==> config.mk <==
export PLATFORM = sky130hd
export DESIGN_NAME = fetch_ctrl
export DESIGN_NICKNAME = d
export VERILOG_FILES = /design/src/rtl/fetch_ctrl.sv
export SDC_FILE = /design/constraint.sdc
export NUM_CORES = 1
export LEC_CHECK = 0
export CAP_MARGIN = 20
export CORE_ASPECT_RATIO = 1.2
export CORE_MARGIN = 5
export CORE_UTILIZATION = 47
export CTS_BUF_LIST = sky130_fd_sc_hd__clkbuf_8
export CTS_CLUSTER_DIAMETER = 60
export DETAILED_ROUTE_END_ITERATION = 7
export GPL_TIMING_DRIVEN = 0
export PLACE_DENSITY_LB_ADDON = 0.1
export SETUP_SLACK_MARGIN = 0.1
export SYNTH_ARGS = -nofsm -noshare
export SYNTH_HDL_FRONTEND = slang
export SYNTH_SLANG_ARGS = --single-unit
==> constraint.sdc <==
create_clock -name clk -period 3.45 [get_ports clk]
set_input_delay 0.8625 -clock clk [delete_from_list [all_inputs] [get_ports clk]]
set_output_delay 0.8625 -clock clk [all_outputs]
set_load 0.02 [all_outputs]
==> src/rtl/fetch_ctrl.sv <==
// fetch_ctrl: instruction fetch sequencer.
// Issues one instruction-memory request at a time, presents the returned
// word downstream with its address, and handles branch/jump redirects.
// A redirect taken while a request is outstanding marks that request as
// stale so its returning data is dropped and fetching restarts at the target.

module fetch_ctrl #(
    parameter logic [31:0] RESET_PC = 32'h0000_3000
) (
    input  logic        clk,
    input  logic        rst_n,
    input  logic        run_i,
    input  logic        stall_i,
    input  logic        br_valid_i,
    input  logic [15:0] br_off_i,
    input  logic        jmp_valid_i,
    input  logic [25:0] jmp_idx_i,
    output logic        imem_req_o,
    output logic [31:0] imem_addr_o,
    input  logic        imem_ack_i,
    input  logic [31:0] imem_rdata_i,
    output logic        inst_valid_o,
    output logic [31:0] inst_o,
    output logic [31:0] inst_pc_o,
    output logic [31:0] pc_o
);

    typedef enum logic [1:0] {
        IDLE = 2'd0,
        REQ  = 2'd1,
        OUT  = 2'd2
    } state_t;

    state_t      state_r;
    logic        flush_r;
    logic        redir_s;
    logic [31:0] target_s;

    // Branch target: word offset relative to the instruction after inst_pc.
    function automatic logic [31:0] br_target(input logic [31:0] base,
                                               input logic [15:0] off);
        br_target = base + 32'd4 + {{14{off[15]}}, off, 2'b00};
    endfunction

    // Jump target: keep the 256 MB region of the current instruction.
    function automatic logic [31:0] jmp_target(input logic [31:0] base,
                                                input logic [25:0] idx);
        jmp_target = {base[31:28], idx, 2'b00};
    endfunction

    // Select the redirect target; a jump has priority over a branch.
    always_comb begin
        redir_s  = 1'b0;
        target_s = 32'd0;
        if (jmp_valid_i) begin
            redir_s  = 1'b1;
            target_s = jmp_target(inst_pc_o, jmp_idx_i);
        end else if (br_valid_i) begin
            redir_s  = 1'b1;
            target_s = br_target(inst_pc_o, br_off_i);
        end else begin
            redir_s  = 1'b0;
            target_s = 32'd0;
        end
    end

    // Fetch FSM with all outputs registered alongside the state.
    always_ff @(posedge clk) begin
        if (!rst_n) begin
            state_r      <= IDLE;
            pc_o         <= RESET_PC;
            imem_addr_o  <= RESET_PC;
            imem_req_o   <= 1'b0;
            inst_valid_o <= 1'b0;
            inst_o       <= 32'd0;
            inst_pc_o    <= 32'd0;
            flush_r      <= 1'b0;
        end else begin
            case (state_r)
                IDLE: begin
                    if (redir_s) begin
                        pc_o <= target_s;
                    end else if (run_i) begin
                        state_r     <= REQ;
                        imem_req_o  <= 1'b1;
                        imem_addr_o <= pc_o;
                    end
                end
                REQ: begin
                    if (imem_ack_i && redir_s) begin
                        // Returning data belongs to the old path: drop it
                        // and restart directly at the target.
                        pc_o        <= target_s;
                        imem_addr_o <= target_s;
                        flush_r     <= 1'b0;
                    end else if (imem_ack_i && flush_r) begin
                        // Stale response from before an earlier redirect.
                        flush_r     <= 1'b0;
                        imem_addr_o <= pc_o;
                    end else if (imem_ack_i) begin
                        state_r      <= OUT;
                        imem_req_o   <= 1'b0;
                        inst_valid_o <= 1'b1;
                        inst_o       <= imem_rdata_i;
                        inst_pc_o    <= imem_addr_o;
                        pc_o         <= imem_addr_o + 32'd4;
                    end else if (redir_s) begin
                        // Request address must stay put until the ack.
                        pc_o    <= target_s;
                        flush_r <= 1'b1;
                    end
                end
                OUT: begin
                    if (redir_s) begin
                        inst_valid_o <= 1'b0;
                        pc_o         <= target_s;
                        if (run_i) begin
                            state_r     <= REQ;
                            imem_req_o  <= 1'b1;
                            imem_addr_o <= target_s;
                        end else begin
                            state_r <= IDLE;
                        end
                    end else if (!stall_i) begin
                        inst_valid_o <= 1'b0;
                        if (run_i) begin
                            state_r     <= REQ;
                            imem_req_o  <= 1'b1;
                            imem_addr_o <= pc_o;
                        end else begin
                            state_r <= IDLE;
                        end
                    end
                end
                default: begin
                    state_r      <= IDLE;
                    imem_req_o   <= 1'b0;
                    inst_valid_o <= 1'b0;
                    flush_r      <= 1'b0;
                end
            endcase
        end
    end

endmodule

# Yosys cells after proc, flatten, opt, wreduce, memory -nomap -nowiden

Index checks and enable logic that the tools add are counted.

Logic and storage cells: 86
Register bits after elaboration: 133
Input port bits: 81
Output and inout bits: 130

Eq/ne operators: 13
Reductions and logical operators: 13
Bitwise gates (word level): 4
Muxes and demuxes: 45
$add $sub $neg: 3

Operators with widths:

| cell                                           | number |
|---|---|
| two-way mux 32 bit                             | 13 |
| one-hot mux 32 bit (3 select lines)            | 1 |
| adder 32 x 3 -> 32 bit (second input constant) | 2 |
| one-hot mux 32 bit (2 select lines)            | 1 |
| adder 32 bit                                   | 1 |
| two-way mux 1 bit                              | 19 |
| AND reduction 5 bit                            | 3 |
| two-way mux 2 bit                              | 7 |
| != test 3 bit (second input constant)          | 4 |
| != test 2 bit (second input constant)          | 5 |
| != test 4 bit (second input constant)          | 2 |
| one-hot mux 1 bit (3 select lines)             | 2 |
| one-hot mux 2 bit (3 select lines)             | 1 |
| AND reduction 6 bit                            | 1 |
| inverter 1 bit                                 | 4 |
| AND reduction 4 bit                            | 1 |
| AND reduction 3 bit                            | 1 |
| nonzero test 3 bit                             | 1 |
| == test 2 x 1 -> 1 bit (second input constant) | 1 |
| == test 2 bit (second input constant)          | 1 |
| logical AND 1 bit                              | 2 |
| logical NOT 2 bit                              | 1 |
| one-hot mux 1 bit (2 select lines)             | 1 |
| AND reduction 2 bit                            | 1 |
| 2 further kinds                                | 2 |

# Logic depth before layout (Yosys ltp)

Depth in word-level cells: 9
Depth in mapped cells: 16
Gate-level depth less buffers: 16

# Least setup slack after synthesis

No wires, ideal clock.

Path kind: input port to flip-flop
Start: input port br_off_i[1]
End: register imem_addr_o[31]
Arrival: 3.589 ns
Library setup time: 0.127 ns
Setup slack: -0.266 ns
Path buffers: 0
Data required time: 3.323 ns
Stages on the path: 14
Cells stage by stage: ha_1 -> ha_1 -> inv_1 -> fa_1 -> and2b_1 -> o2111ai_1 -> nand2_1 -> nand3_1 -> a311o_1 -> and3_1 -> nor3_2 -> mux2_1 -> a32oi_1 -> o21ai_1

Word-level cells in the longest chain between the ends: 6
Elaborated cells between the ends (all ways): 7
Those cells by class: add/sub: 1; mux: 6

Ends and longest elaborated chain:

| element                               | line | text |
|---|---|---|
| start, declared                       | 15   | `input logic [15:0] br_off_i,` |
| adder 32 bit *                        | 42   | `br_target = base + 32'd4 + {{14{off[15]}}, off, 2'b00};` |
| two-way mux 32 bit *                  | 58   | `end else if (br_valid_i) begin` |
| two-way mux 32 bit *                  | 55   | `if (jmp_valid_i) begin` |
| two-way mux 32 bit                    | 117  | `if (run_i) begin` |
| two-way mux 32 bit                    | 114  | `if (redir_s) begin` |
| one-hot mux 32 bit (3 select lines) * | 79   | `case (state_r)` |
| end signal, assigned                  | 86   | `imem_addr_o <= pc_o;` |
| end signal, assigned                  | 120  | `imem_addr_o <= target_s;` |
| end signal, assigned                  | 129  | `imem_addr_o <= pc_o;` |
| end, declared                         | 19   | `output logic [31:0] imem_addr_o,` |

Mark *: on every way between the ends. The rest lies on a longest branch, timed or not. The select of a mux whose other input is x is not followed.
A chain may end at the register's enable or synchronous reset.

# Worst setup path in the final report

Start: input port br_off_i[1]
End: register imem_addr_o[29]

The elaborated chain is that of the path after synthesis.

==> flow_metrics.tcl <==
set metrics [dict create \
    hold_viol 0 \
    relSlewSlack_pct 40.7 \
    nets 1631 \
    ir_drop_mv 0.212 \
    syn_to_final_growth_pct 41.7 \
    netlist_instances 1231 \
    regToRegSetupSlack_ns 0.08 \
    setup_viol 1 \
    power.density_nw_per_um2 355 \
    root_buffer "clkbuf_8" \
    synth-adder-area-share_pct 8.77 \
    layout_setup_ws_ns -0.0199 \
    numCtsBuffers 17 \
    grt_remaining_overflow 0 \
    fin_crit_sh_pct 101 \
    antenna_found_initial 0 \
    synth_edf_count 0 \
    h-tree-depth 4 \
    min_path_type "reg -> reg" \
    power_uw 4560 \
    hold_end "inst_o[22]" \
    clk_latency_ns 0.48 \
    synth_top_family_by_area "compound AO/OA/AOI/OAI gates" \
    die_area_um2 22200 \
    reg2reg_to "imem_addr_o[29]" \
    synth-simple-area-share_pct 20.6 \
    die_h_um 162 \
    finalCriticalPeriod_ns 3.47 \
    synthesis.nets 1375 \
    swShare_pct 36.2 \
    via_count 10846 \
    place_area_um2 11600 \
    p_switching_uw 1650 \
    drc 0 \
    critical_path_class "in -> reg" \
    crit_required_ns 3.85 \
    avgSynthCellArea_um2 7.37 \
    utilization_pct 67.9 \
    row_count 55 \
    track_usage_pct 33.8 \
    wl_per_cell_um 22.2 \
    crit_path_start_kind "primary input" \
    cp.arrival_ns 3.87 \
    async_reset_ff_share_pct 0 \
    combPwrFrac_pct 28.3 \
    gp_congestion 0.991 \
    min-delay-start "inst_o[22]" \
    worst_r2r_path_depth 17 \
    synth_area_um2 9070 \
    skew_ns 0.0173 \
    endpoint_kind "register" \
    crit_start "br_off_i[1]" \
    drt-vias-per-instance 6.18 \
    ys_types 73 \
    violations "setup timing" \
    routed_wl_mm 39.0 \
    p_int_uw 2910 \
    final-max-slew-violation-count 0 \
    port_buffers 210 \
    maxCapViolations 0 \
    whs_path_depth 2 \
    grt_max_degree 17 \
    yosysSeqAreaShare_pct 29.4 \
    start_util_pct 47.9 \
    final.setup.tns_ns -0.0199 \
    synth_xor_area_share_pct 4.83 \
    rr_startpoint "inst_pc_o[2]" \
    multiInputGateArea_um2 6700 \
    cts_tree "built" \
    ys_ff_latch 133 \
    tightest_slew_ns 0.890 \
    firstDrtPassIters 7 \
    regArea_um2 2660 \
    grt_pass1_wl_mm 57.8 \
    hpwl_mm 27.6 \
    clk_pin_slew_worst_paths_ns 0.08 \
    critPathMaxFanout 3 \
    post-route-cell-area_um2 12900 \
    nFillCells 1609 \
    seq_power_share_pct 38.4 \
    fmax_mhz 288 \
    cts.sinks 133 \
    coreArea_um2 18900 \
    yosysWarnings 0 \
    ios 211 \
    power_leakage_uw 0.00468 \
    synth-main-ff-cell "dfxtp_1" \
    cts_buffer_depth 2 \
    final_antenna_net_count 0 \
    synth-compound-area-share_pct 28.7 \
    drt_iter0_markers 1333 \
    grt_pass1_vias 10147 \
    synth.area.mux_share_pct 3.28 \
    fp.dieW_um 137 \
    status "complete, but fails checks" \
    p_clk_share_pct 33.3 \
    rsz0062_at_grt "true" \
    final_layout_size_suffix_gt1_share_pct 12.5 \
    diodes 0 \
]
## timing repair
item	4_1_cts	5_1_grt
pin swaps	51	46
buffers inserted	19	7
setup endpoints to repair	54	56
hold endpoints to repair	0	0
resized for setup	109	54
hold buffers	0	0
## layout make-up
class                      instances  area share, %
clock buffer                      17           1.82
buffer                            81           2.65
inverter                          24          0.720
tap                              256           2.49
multi-input combinational        993           52.1
timing repair buffer             237           17.9
sequential                       133           20.7
clock inverter                    14           1.58
## critical path, stage by stage
cell,delay [ns]
buf_6,0.10
ha_4,0.26
ha_4,0.13
inv_2,0.03
fa_2,0.33
and2b_2,0.28
o2111ai_4,0.14
a21oi_4,0.22
a2111oi_4,0.09
buf_4,0.16
o31ai_4,0.20
a41oi_2,0.16
xnor2_2,0.28
a31oi_1,0.14
or3_1,0.33
a21oi_1,0.14
## worst max-delay path by stage
stage / depth (start not counted) / to / slack [ns]
finish: 16 / imem_addr_o[29] / -0.02
global route: 16 / imem_addr_o[29] / -0.07
CTS: 16 / imem_addr_o[29] / -0.06
detailed placement: 13 / imem_addr_o[30] / -1.45
global placement: 13 / imem_addr_o[30] / -1.44
floorplan: 14 / imem_addr_o[31] / -0.09
## sequential cells by signal, summed over array words and instances, names as in the netlist
register and cells:
pc_o 32, imem_addr_o 32, imem_req_o 1, inst_pc_o 32
state_r 2, inst_o 32, flush_r 1, inst_valid_o 1
## placed cells by master (no fill, tap or decap), types with 10 or more instances in the layout
cell             instances
a21o_1                  17
a21oi_1                151
a22oi_1                 26
buf_4                   26
clkbuf_1                58
clkbuf_2                12
clkbuf_8                17
clkdlybuf4s50_1        194
dfxtp_1                133
ha_1                    34
ha_4                    26
inv_1                   18
mux2i_1                 23
nand2_1                248
nand3_1                 33
nor2_1                  77
nor3_1                  10
o21ai_0                 79
o21ai_1                 16
o221ai_1                14
o22ai_1                 13
xnor2_1                 22
xor2_1                  21
## Yosys cell counts, drive strengths merged, types with 3 or more instances
cell	count	area [um^2]
buf	12	52.6
a22oi	29	223
inv	24	90.1
a32oi	4	35.0
a22o	5	52.6
nand2	251	942
a221oi	9	78.8
o221ai	15	131
and4	5	45.0
a211oi	5	37.5
xor2	24	210
o31ai	7	57.6
o2111ai	5	43.8
a21oi	161	821
and2	5	33.8
or3	7	43.8
a41oi	4	35.0
nor2	81	307
clkbuf	69	259
nand4	6	37.5
o211ai	8	60.1
o21bai	3	22.5
o211a	3	30.0
and3	14	95.1
o21a	4	30.0
o22ai	13	81.3
mux2	6	67.6
o21ai	98	490
a21o	17	128
xnor2	26	228
nor3	13	70.1
mux2i	23	230
nor2b	7	43.8
dfxtp	133	2660
a31oi	6	37.5
nand3	34	170
nand2b	8	50.1
ha	62	776
## through the flow
stage                     cells  worst slack [ns]  hold slack, ns
final                      1755           -0.0199           0.457
after global routing       1755           -0.0696           0.477
after CTS                  1748           -0.0591           0.458
after detailed placement   1698             -1.45           0.446
after global placement     1697             -1.44           0.441
after floorplan            1231           -0.0914           0.466
## cells by family (layout without fill, tap and decap cells)
family                   Yosys count  in the layout
buffers and inverters            105            373
flip-flops                       133            133
AO/OA/AOI/OAI                    416            416
AND/OR/NAND/NOR                  435            435
adder cells (fa/ha/maj)           63             63
multiplexers                      29             29
XOR/XNOR                          50             50
## power groups by stage
| stage | clock (uW) | sequential [uW] | combinational [uW] |
|---|---|---|---|
| detailed placement | 0 | 1780 | 1180 |
| global route | 1580 | 1760 | 1350 |
| CTS | 1510 | 1740 | 1230 |
| global placement | 0 | 1780 | 1170 |
| finish | 1520 | 1750 | 1290 |
| floorplan | 0 | 1830 | 576 |
## layer usage
layer | GRT usage, % | up-vias | routed length, um
li1 | - | 4934 | -
met1 | 42.7 | 5036 | 14900
met2 | 55.3 | 719 | 18000
met3 | 6.97 | 157 | 4310
met4 | 15.3 | 0 | 1740
met5 | 0 | - | 0
(Power assumes the default switching activity.)
